## src/rtl/cpu_defs_pkg.sv

```systemverilog
// rtl/cpu_defs_pkg.sv - shared opcode, ALU code and control-state definitions for myCPU
// Purpose: single source of opcodes, ALUOp encodings, instruction classes and the
//          multi-cycle control unit state type.
// Ports:   none (package).
package cpu_defs_pkg;

   localparam logic [5:0] OP_ADD  = 6'b000000;
   localparam logic [5:0] OP_SUB  = 6'b000001;
   localparam logic [5:0] OP_ORI  = 6'b010000;
   localparam logic [5:0] OP_AND  = 6'b010001;
   localparam logic [5:0] OP_OR   = 6'b010010;
   localparam logic [5:0] OP_MOVE = 6'b100000;
   localparam logic [5:0] OP_SW   = 6'b100110;
   localparam logic [5:0] OP_LW   = 6'b100111;
   localparam logic [5:0] OP_BEQ  = 6'b110000;
   localparam logic [5:0] OP_HALT = 6'b111111;

   localparam logic [2:0] ALU_ADD = 3'b000;
   localparam logic [2:0] ALU_SUB = 3'b001;
   localparam logic [2:0] ALU_OR  = 3'b011;
   localparam logic [2:0] ALU_AND = 3'b100;

   typedef enum logic [2:0] {
      CLS_ALU,
      CLS_LS,
      CLS_BR,
      CLS_HALT,
      CLS_ILL
   } op_class_t;

   typedef enum logic [3:0] {
      S_IF,
      S_ID,
      S_EXE_AL,
      S_EXE_LS,
      S_EXE_BR,
      S_MEM,
      S_WB_AL,
      S_WB_LD,
      S_HALT
   } cu_state_t;

endpackage

```

## src/rtl/cu_decode.sv

```systemverilog
// rtl/cu_decode.sv - combinational opcode decoder for the multi-cycle control unit
// Purpose: maps the IR opcode to datapath selects and an instruction class.
// Ports:   op_i        opcode IR[31:26]
//          alu_op_o    ALU operation code
//          alu_src_b_o ALU B operand select (1 = extended immediate)
//          ext_sel_o   immediate extension (1 = sign, 0 = zero)
//          reg_out_o   write register select (1 = rd, 0 = rt)
//          is_store_o  opcode is sw
//          cls_o       instruction class steering the FSM
module cu_decode
   import cpu_defs_pkg::*;
(
   input  logic [5:0] op_i,
   output logic [2:0] alu_op_o,
   output logic       alu_src_b_o,
   output logic       ext_sel_o,
   output logic       reg_out_o,
   output logic       is_store_o,
   output op_class_t  cls_o
);

   always_comb begin
      alu_op_o    = ALU_ADD;
      alu_src_b_o = 1'b0;
      ext_sel_o   = 1'b0;
      reg_out_o   = 1'b0;
      is_store_o  = 1'b0;
      cls_o       = CLS_ILL;
      unique case (op_i)
         OP_ADD: begin
            reg_out_o = 1'b1;
            cls_o     = CLS_ALU;
         end
         OP_SUB: begin
            alu_op_o  = ALU_SUB;
            reg_out_o = 1'b1;
            cls_o     = CLS_ALU;
         end
         OP_ORI: begin
            alu_op_o    = ALU_OR;
            alu_src_b_o = 1'b1;
            cls_o       = CLS_ALU;
         end
         OP_AND: begin
            alu_op_o  = ALU_AND;
            reg_out_o = 1'b1;
            cls_o     = CLS_ALU;
         end
         OP_OR: begin
            alu_op_o  = ALU_OR;
            reg_out_o = 1'b1;
            cls_o     = CLS_ALU;
         end
         OP_MOVE: begin
            // rd = rs + $0: the datapath supplies $0 on the B port.
            reg_out_o = 1'b1;
            cls_o     = CLS_ALU;
         end
         OP_SW: begin
            alu_src_b_o = 1'b1;
            ext_sel_o   = 1'b1;
            is_store_o  = 1'b1;
            cls_o       = CLS_LS;
         end
         OP_LW: begin
            alu_src_b_o = 1'b1;
            ext_sel_o   = 1'b1;
            cls_o       = CLS_LS;
         end
         OP_BEQ: begin
            alu_op_o  = ALU_SUB;
            ext_sel_o = 1'b1;
            cls_o     = CLS_BR;
         end
         OP_HALT: cls_o = CLS_HALT;
         default: cls_o = CLS_ILL;
      endcase
   end

endmodule

```

## src/rtl/multi_cycle_cu.sv

```systemverilog
// rtl/multi_cycle_cu.sv - multi-cycle control unit sequencing IF/ID/EXE/MEM/WB
// Purpose: drives PC, IR, register file, ALU and data memory strobes per state,
//          counts retired instructions and reports halt/illegal status.
// Ports:   CLK, RST (sync, active-low); op opcode; zero ALU zero flag;
//          PCWre, PCSrc, InsMemRW, IRWre, ExtSel, ALUSrcB, ALUOp, RegOut,
//          RegWre, DataMemRW, ALUM2Reg datapath controls;
//          halted, illegal status; retired instruction counter.
module multi_cycle_cu
   import cpu_defs_pkg::*;
#(
   parameter int CNT_W = 16
) (
   input  logic             CLK,
   input  logic             RST,
   input  logic [5:0]       op,
   input  logic             zero,
   output logic             PCWre,
   output logic             PCSrc,
   output logic             InsMemRW,
   output logic             IRWre,
   output logic             ExtSel,
   output logic             ALUSrcB,
   output logic [2:0]       ALUOp,
   output logic             RegOut,
   output logic             RegWre,
   output logic             DataMemRW,
   output logic             ALUM2Reg,
   output logic             halted,
   output logic             illegal,
   output logic [CNT_W-1:0] retired
);

   cu_state_t        state_q, state_d;
   logic [CNT_W-1:0] retired_q;

   logic [2:0] dec_alu_op;
   logic       dec_src_b, dec_ext, dec_reg_out, dec_store;
   op_class_t  dec_cls;

   // Ungated strobes; reset masking is applied once at the outputs.
   logic pc_we, ir_we, reg_we, dmem_we;

   cu_decode u_decode (
      .op_i        (op),
      .alu_op_o    (dec_alu_op),
      .alu_src_b_o (dec_src_b),
      .ext_sel_o   (dec_ext),
      .reg_out_o   (dec_reg_out),
      .is_store_o  (dec_store),
      .cls_o       (dec_cls)
   );

   always_ff @(posedge CLK) begin
      if (!RST) begin
         state_q   <= S_IF;
         retired_q <= '0;
      end else begin
         state_q <= state_d;
         if (PCWre) retired_q <= retired_q + CNT_W'(1);
      end
   end

   always_comb begin
      state_d  = state_q;
      pc_we    = 1'b0;
      ir_we    = 1'b0;
      reg_we   = 1'b0;
      dmem_we  = 1'b0;
      PCSrc    = 1'b0;
      ALUM2Reg = 1'b0;
      halted   = 1'b0;
      illegal  = 1'b0;
      unique case (state_q)
         S_IF: begin
            ir_we   = 1'b1;
            state_d = S_ID;
         end
         S_ID: begin
            unique case (dec_cls)
               CLS_ALU:  state_d = S_EXE_AL;
               CLS_LS:   state_d = S_EXE_LS;
               CLS_BR:   state_d = S_EXE_BR;
               CLS_HALT: state_d = S_HALT;
               default: begin
                  // Undefined opcode: skip it and move on to the next word.
                  illegal = 1'b1;
                  pc_we   = 1'b1;
                  state_d = S_IF;
               end
            endcase
         end
         S_EXE_AL: state_d = S_WB_AL;
         S_EXE_LS: state_d = S_MEM;
         S_EXE_BR: begin
            pc_we   = 1'b1;
            PCSrc   = zero;
            state_d = S_IF;
         end
         S_MEM: begin
            if (dec_store) begin
               dmem_we = 1'b1;
               pc_we   = 1'b1;
               state_d = S_IF;
            end else begin
               state_d = S_WB_LD;
            end
         end
         S_WB_AL: begin
            reg_we  = 1'b1;
            pc_we   = 1'b1;
            state_d = S_IF;
         end
         S_WB_LD: begin
            reg_we   = 1'b1;
            ALUM2Reg = 1'b1;
            pc_we    = 1'b1;
            state_d  = S_IF;
         end
         S_HALT: halted = 1'b1;
         default: state_d = S_IF;
      endcase
   end

   // Decoded selects are only meaningful once the IR holds the new word.
   assign ALUOp   = (state_q == S_IF) ? 3'b000 : dec_alu_op;
   assign ALUSrcB = (state_q != S_IF) & dec_src_b;
   assign ExtSel  = (state_q != S_IF) & dec_ext;
   assign RegOut  = (state_q != S_IF) & dec_reg_out;

   // Holding reset low must never commit a partial PC/IR/register/memory write.
   assign PCWre     = pc_we & RST;
   assign IRWre     = ir_we & RST;
   assign RegWre    = reg_we & RST;
   assign DataMemRW = dmem_we & RST;

   assign InsMemRW = 1'b1;
   assign retired  = retired_q;

endmodule

```

## config.mk

```make
export PLATFORM = sky130hd
export DESIGN_NAME = multi_cycle_cu
export DESIGN_NICKNAME = d
export VERILOG_FILES = /design/src/rtl/cpu_defs_pkg.sv /design/src/rtl/cu_decode.sv /design/src/rtl/multi_cycle_cu.sv
export SDC_FILE = /design/constraint.sdc
export NUM_CORES = 1
export LEC_CHECK = 0
export ABC_AREA = 1
export CORE_MARGIN = 4
export CORE_UTILIZATION = 45
export CTS_BUF_LIST = sky130_fd_sc_hd__clkbuf_16
export DETAILED_ROUTE_END_ITERATION = 8
export GPL_TIMING_DRIVEN = 0
export PLACE_DENSITY_LB_ADDON = 0.12
export SYNTH_ARGS = -nofsm -noshare
export SYNTH_HDL_FRONTEND = slang
export SYNTH_SLANG_ARGS = --single-unit
```

## constraint.sdc

```tcl
create_clock -name CLK -period 2.4 [get_ports CLK]
set_input_delay 0.6 -clock CLK [delete_from_list [all_inputs] [get_ports CLK]]
set_output_delay 0.6 -clock CLK [all_outputs]
set_load 0.1 [all_outputs]
```

* After elaboration in Yosys (flattened, before gate mapping)
Cells that the tools add are included.
Word-level totals: register bits 20, output and inout bits 31, logic and storage cells 64
Operators by class: add/sub/neg operators 1, equal/unequal tests 20, mux-type cells 20, bitwise gates (word level) 7, reduce and logical (&&, ||, !) cells 14
Operator list (count):
- $eq A6 B6 Y1 const B | 5
- $pmux W4 S6 | 1
- $eq A6 B5 Y1 const B | 3
- $add A16 B1 Y16 const B | 1
- $eq A4 B3 Y1 const B | 4
- $pmux W4 S4 | 1
- $mux W1 | 13
- $pmux W3 S4 | 1
- $pmux W3 S3 | 1
- $reduce_or A3 Y1 | 3
- $eq A4 B2 Y1 const B | 2
- $reduce_or A2 Y1 | 4
- $and A1 B1 Y1 | 7
- $eq A3 B2 Y1 const B | 2
- $eq A6 B1 Y1 const B | 1
- $logic_not A6 Y1 | 1
- $mux W3 | 2
- $reduce_or A6 Y1 | 1
- $reduce_or A5 Y1 | 1
- $eq A4 B1 Y1 const B | 1
- $eq A4 B4 Y1 const B | 1
- $logic_not A4 Y1 | 1
- $reduce_bool A4 Y1 | 1
- $reduce_or A4 Y1 | 1
- other kinds (3) | 3

* Depth between registers and ports, before layout
depth after elaboration 8, gate-level depth with buffers 11, mapped depth without buffers 11

* Cells and area by module
A second synthesis with hierarchy kept.
Unflattened totals: cells, all modules 253, area total of the unflattened synthesis 1505.2 um2
By module, submodules not included:
- multi_cycle_cu | instances 1, cells an instance 217, area each 1325.0 um2, seq. area each 400.4 um2
- cu_decode | instances 1, cells an instance 36, area each 180.2 um2, seq. area each 0.0 um2

* Worst setup path before layout
No wires, ideal clock.
path kind input to output, start in op[3], end out ALUOp[2], data arrival time 3.698 ns, setup slack -1.898 ns, stages on the path 3, path buffers 0, path through nor2_4 > nand2_1 > nor4_1
Between the ends: word-level cells in the longest chain between the ends 4, elaborated cells between the ends (all ways) 9, those cells by class eq/ne (5); mux (2); reduce/logical (2)
Ends and longest elaborated chain:
- from (decl) | RTL line multi_cycle_cu.sv:15 | input logic [5:0] op,
- $eq A6 B1 Y1 (tied with other cells) | RTL line cu_decode.sv:29 | unique case (op_i)
- $reduce_or A2 Y1 (no line)
- $pmux W3 S3 * | RTL line cu_decode.sv:29
- $mux W3 * | RTL line multi_cycle_cu.sv:125 | assign ALUOp = (state_q == S_IF) ? 3'b000 : dec_alu_op;
- to (decl) | RTL line multi_cycle_cu.sv:23 | output logic [2:0] ALUOp,
Mark *: on every way between the ends. The rest lies on a longest branch, timed or not.

* Worst setup path in the final report
start in zero, end out PCSrc
Between the ends: word-level cells in the longest chain between the ends 1
Ends and longest elaborated chain:
- from (decl) | RTL line multi_cycle_cu.sv:16 | input logic zero,
- $mux W1 | RTL line multi_cycle_cu.sv:73 | unique case (state_q)
- to (decl) | RTL line multi_cycle_cu.sv:18 | output logic PCSrc,
Every way passes these cells.

==> qor.txt <==
Outcome: completed
Top_reg_cell synth: dfxtp_1
Period utilisation layout: 98.4%
Hold EP: retired[15]$_SDFFE_PN0P_
Detail Route Antenna Nets: 0
Vias: 1683
Syn Nets: 252
Placed instance area: 2070 sq um
P&R area growth vs syn: 46.7%
FP Rows: 21
Fin. Hold Viols: 0
Number of synthesized flops with an enable pin: 0
Synth Area in Simple Gates: 46.7%
Transition time of the tightest slew-check pin: 0.965 ns
Crit-path leading delay family: buffers and inverters
Initial Util: 46.5%
# placed instances: 326
Fin crit period: 2.36 ns
Crit path kind: primary input to primary output
Mean Syn Cell Area: 6.41 sq um
Antenna violations before repair: 0
CP bufs+invs: 2
Final setup violation count: 0
DRT iter0 DRCs: 100
Number of global-route vias before repair: 1549
Clock Sink Count: 20
Mux cell area share after synthesis: 0%
Synth Area in Adders: 0.807%
Max-cap viol count: 0
Seq cells post-synth: 20
Largest family of logic cells by synthesized area: simple AND/OR/NAND/NOR gates
Sequential-to-total area share from yosys stat: 25.8%
Crit Path Max Fanout: 1
CP cell instances: clkdlybuf4s50_1 > nand2_1 > nor2_2 > clkdlybuf4s15_2
CTS HTree Levels: 1
WL per Instance: 11.8 microns
Routability cong.: 0.788
Clock Pin Slew Worst Setup and Hold Paths: 0.06 ns
Final instance count without filler cells: 342
CP endpoint kind: primary output
Register area: 402 sq um
Hold depth: 2
Pin count of the biggest net entering global routing: 12
YS warnings: 0
Post-synthesis compound-gate area fraction: 10.2%
Worst reg-to-reg setup slack: 0.74 ns
Final slew viol count: 0
CP startpoint kind: primary input
Arrival time of the worst setup path: 1.76 ns
Synthesized cell area: 1550 sq um
PwrDens: 459 nW/um^2
Design Area, Final: 2270 sq um
Clock Latency Late Sink: 0.25 ns
Routed wire length: 4040 microns
Worst r2r src: state_q[2]$_SDFFE_PN0N_
Netlist cell types: 28
Crit path largest cell delay: 0.56 ns
Critical Path Slowest Stage Cell: clkdlybuf4s15_2
Chip width: 66.7 microns
First-pass GRT wire length: 6810 microns
Total CTS buffers: 3
Synth Instances: 242
RR Endpoint: retired[13]$_SDFFE_PN0P_
Area leader, netlist: dfxtp_1
Clock skew: 0.00138 ns
Worst Path Required: 1.80 ns
Hold WC Path Type: flop to flop
CTS tree: yes
Number of antenna repair diodes: 0
Layout filler cell count: 319
Cell leakage power: 0.00101 uW
Detailed-route DRC error count: 0
Die Y: 66.7 microns
FF-to-FF path depth: 9
Vias per inst: 4.92
Post-Synth XOR/XNOR Area: 3.39%
I/O pin count: 40
Clock Path Buffers: 2
IO Port Bufs: 38
Clk root buf: clkbuf_16
Fin util: 68.2%
Fmax: 0.424 GHz
Relative slew slack: 35.5%
Detail Placement HPWL: 2900 microns
Fraction of layout cells with a size suffix above 1: 32.4%
Async set or reset register ratio after synthesis: 0%
Dominant cells by area after synthesis: dfxtp_1, nand2_1, nor2_1, inv_1, nand3_1
Fin Hold WS: 0.492 ns
Multi-input gate area: 1070 sq um
GR Util All Layers: 19.5%
Core area: 3340 sq um
Global route overflow: 0
Peak VDD IR: 0.326 mV
Nets: 307
Die Footprint: 4450 sq um
Synth top area share: 25.8%
Hold path startpoint: retired[15]$_SDFFE_PN0P_
First-pass detailed-route iteration total: 4
-- metal layers --
| layer | share of wire, % | global-route usage [%] | up-vias | wire [microns] |
|---|---|---|---|---|
| li1 | - | - | 877 | - |
| met5 | 0 | 0 | - | 0 |
| met1 | 46 | 25.7 | 754 | 1870 |
| met4 | 1.3 | 4.82 | 0 | 51 |
| met3 | 5.1 | 4.72 | 6 | 207 |
| met2 | 47 | 31.7 | 46 | 1910 |
-- worst max-delay path by stage --
stage / from / end / slack, ns / depth (start not counted)
final: zero / PCSrc / 0.04 / 4
after CTS: op[0] / PCWre / -0.21 / 10
after floorplan: op[3] / ALUOp[2] / -0.16 / 3
after detailed placement: op[0] / PCWre / -1.45 / 10
after global placement: op[0] / PCWre / -1.45 / 10
after global routing: op[4] / PCWre / -0.02 / 11
-- layout by cell type, fill, tap and decap left out, types with 4 or more instances in the layout --
master	synthesis	layout
nand2_1	53	50
nor2_1	35	31
inv_1	31	29
nand3_1	22	19
dfxtp_1	20	19
buf_4	3	18
dlygate4sd2_1	0	15
nand2_2	8	11
a21oi_2	7	9
a21oi_1	10	8
nor2_2	6	7
nand3_2	5	7
buf_6	0	6
nand4_1	5	5
nor3_1	8	5
o21ai_0	6	5
clkbuf_2	0	5
nor2_4	1	4
buf_12	2	4
-- cell usage after synthesis, types with 5 or more instances --
cell      n
inv_1    31
nand2_1  53
a21oi_1  10
a21oi_2   7
o21ai_0   6
nor2_2    6
nand3_2   5
nand2_2   8
nand4_1   5
nor3_1    8
nor2_1   35
dfxtp_1  20
nand3_1  22
-- stage by stage --
step / setup TNS (ns) / worst slack, ns / power [uW]
final: 0 / 0.0390 / 1050
after global routing: -0.0245 / -0.0245 / 1090
after CTS: -0.253 / -0.214 / 1030
after detailed placement: -14.06 / -1.45 / 674
after global placement: -13.97 / -1.45 / 672
after floorplan: -0.162 / -0.162 / 602
-- cells by family (layout without fill, tap and decap cells) --
kind of cell | Yosys count | count (layout)
AND/OR/NAND/NOR | 148 | 148
other | 1 | 1
adder cells (fa/ha/maj) | 1 | 1
XOR/XNOR | 6 | 6
AO/OA/AOI/OAI | 25 | 25
buffers and inverters | 41 | 95
flip-flops | 20 | 20
-- sequential cells by signal, indices dropped and copies added (netlist names) --
name     count
retired     16
state_q      4
-- where the power goes --
part           internal (uW)  leakage (uW)  total [uW]  switching, uW
sequential               341      0.000162         354           12.8
clock                    222     0.0000385         348            126
combinational            108      0.000809         343            235
total                    671       0.00101        1050            374
-- worst min-delay path, stage by stage, from the launching register on --
cell,delay (ns)
dfxtp_1,0.33
nand2_2,0.07
a21oi_2,0.04
-- what timing repair did --
item | in CTS | in global routing
setup buffers | 3 | 9
pin swaps | 3 | 7
cloned | 0 | 0
hold buffers | 0 | 0
setup endpoints to repair | 29 | 12
resized for setup | 113 | 31
-- layout make-up --
type | count | share of cell area [%]
clock buffer | 3 | 3.30
inverter | 35 | 6.16
tap | 46 | 2.53
sequential | 20 | 17.7
buffer | 6 | 3.25
timing repair buffer | 50 | 19.9
multi-input combinational | 181 | 47.1
clock inverter | 1 | 0.165
(Power assumes the default switching activity.)
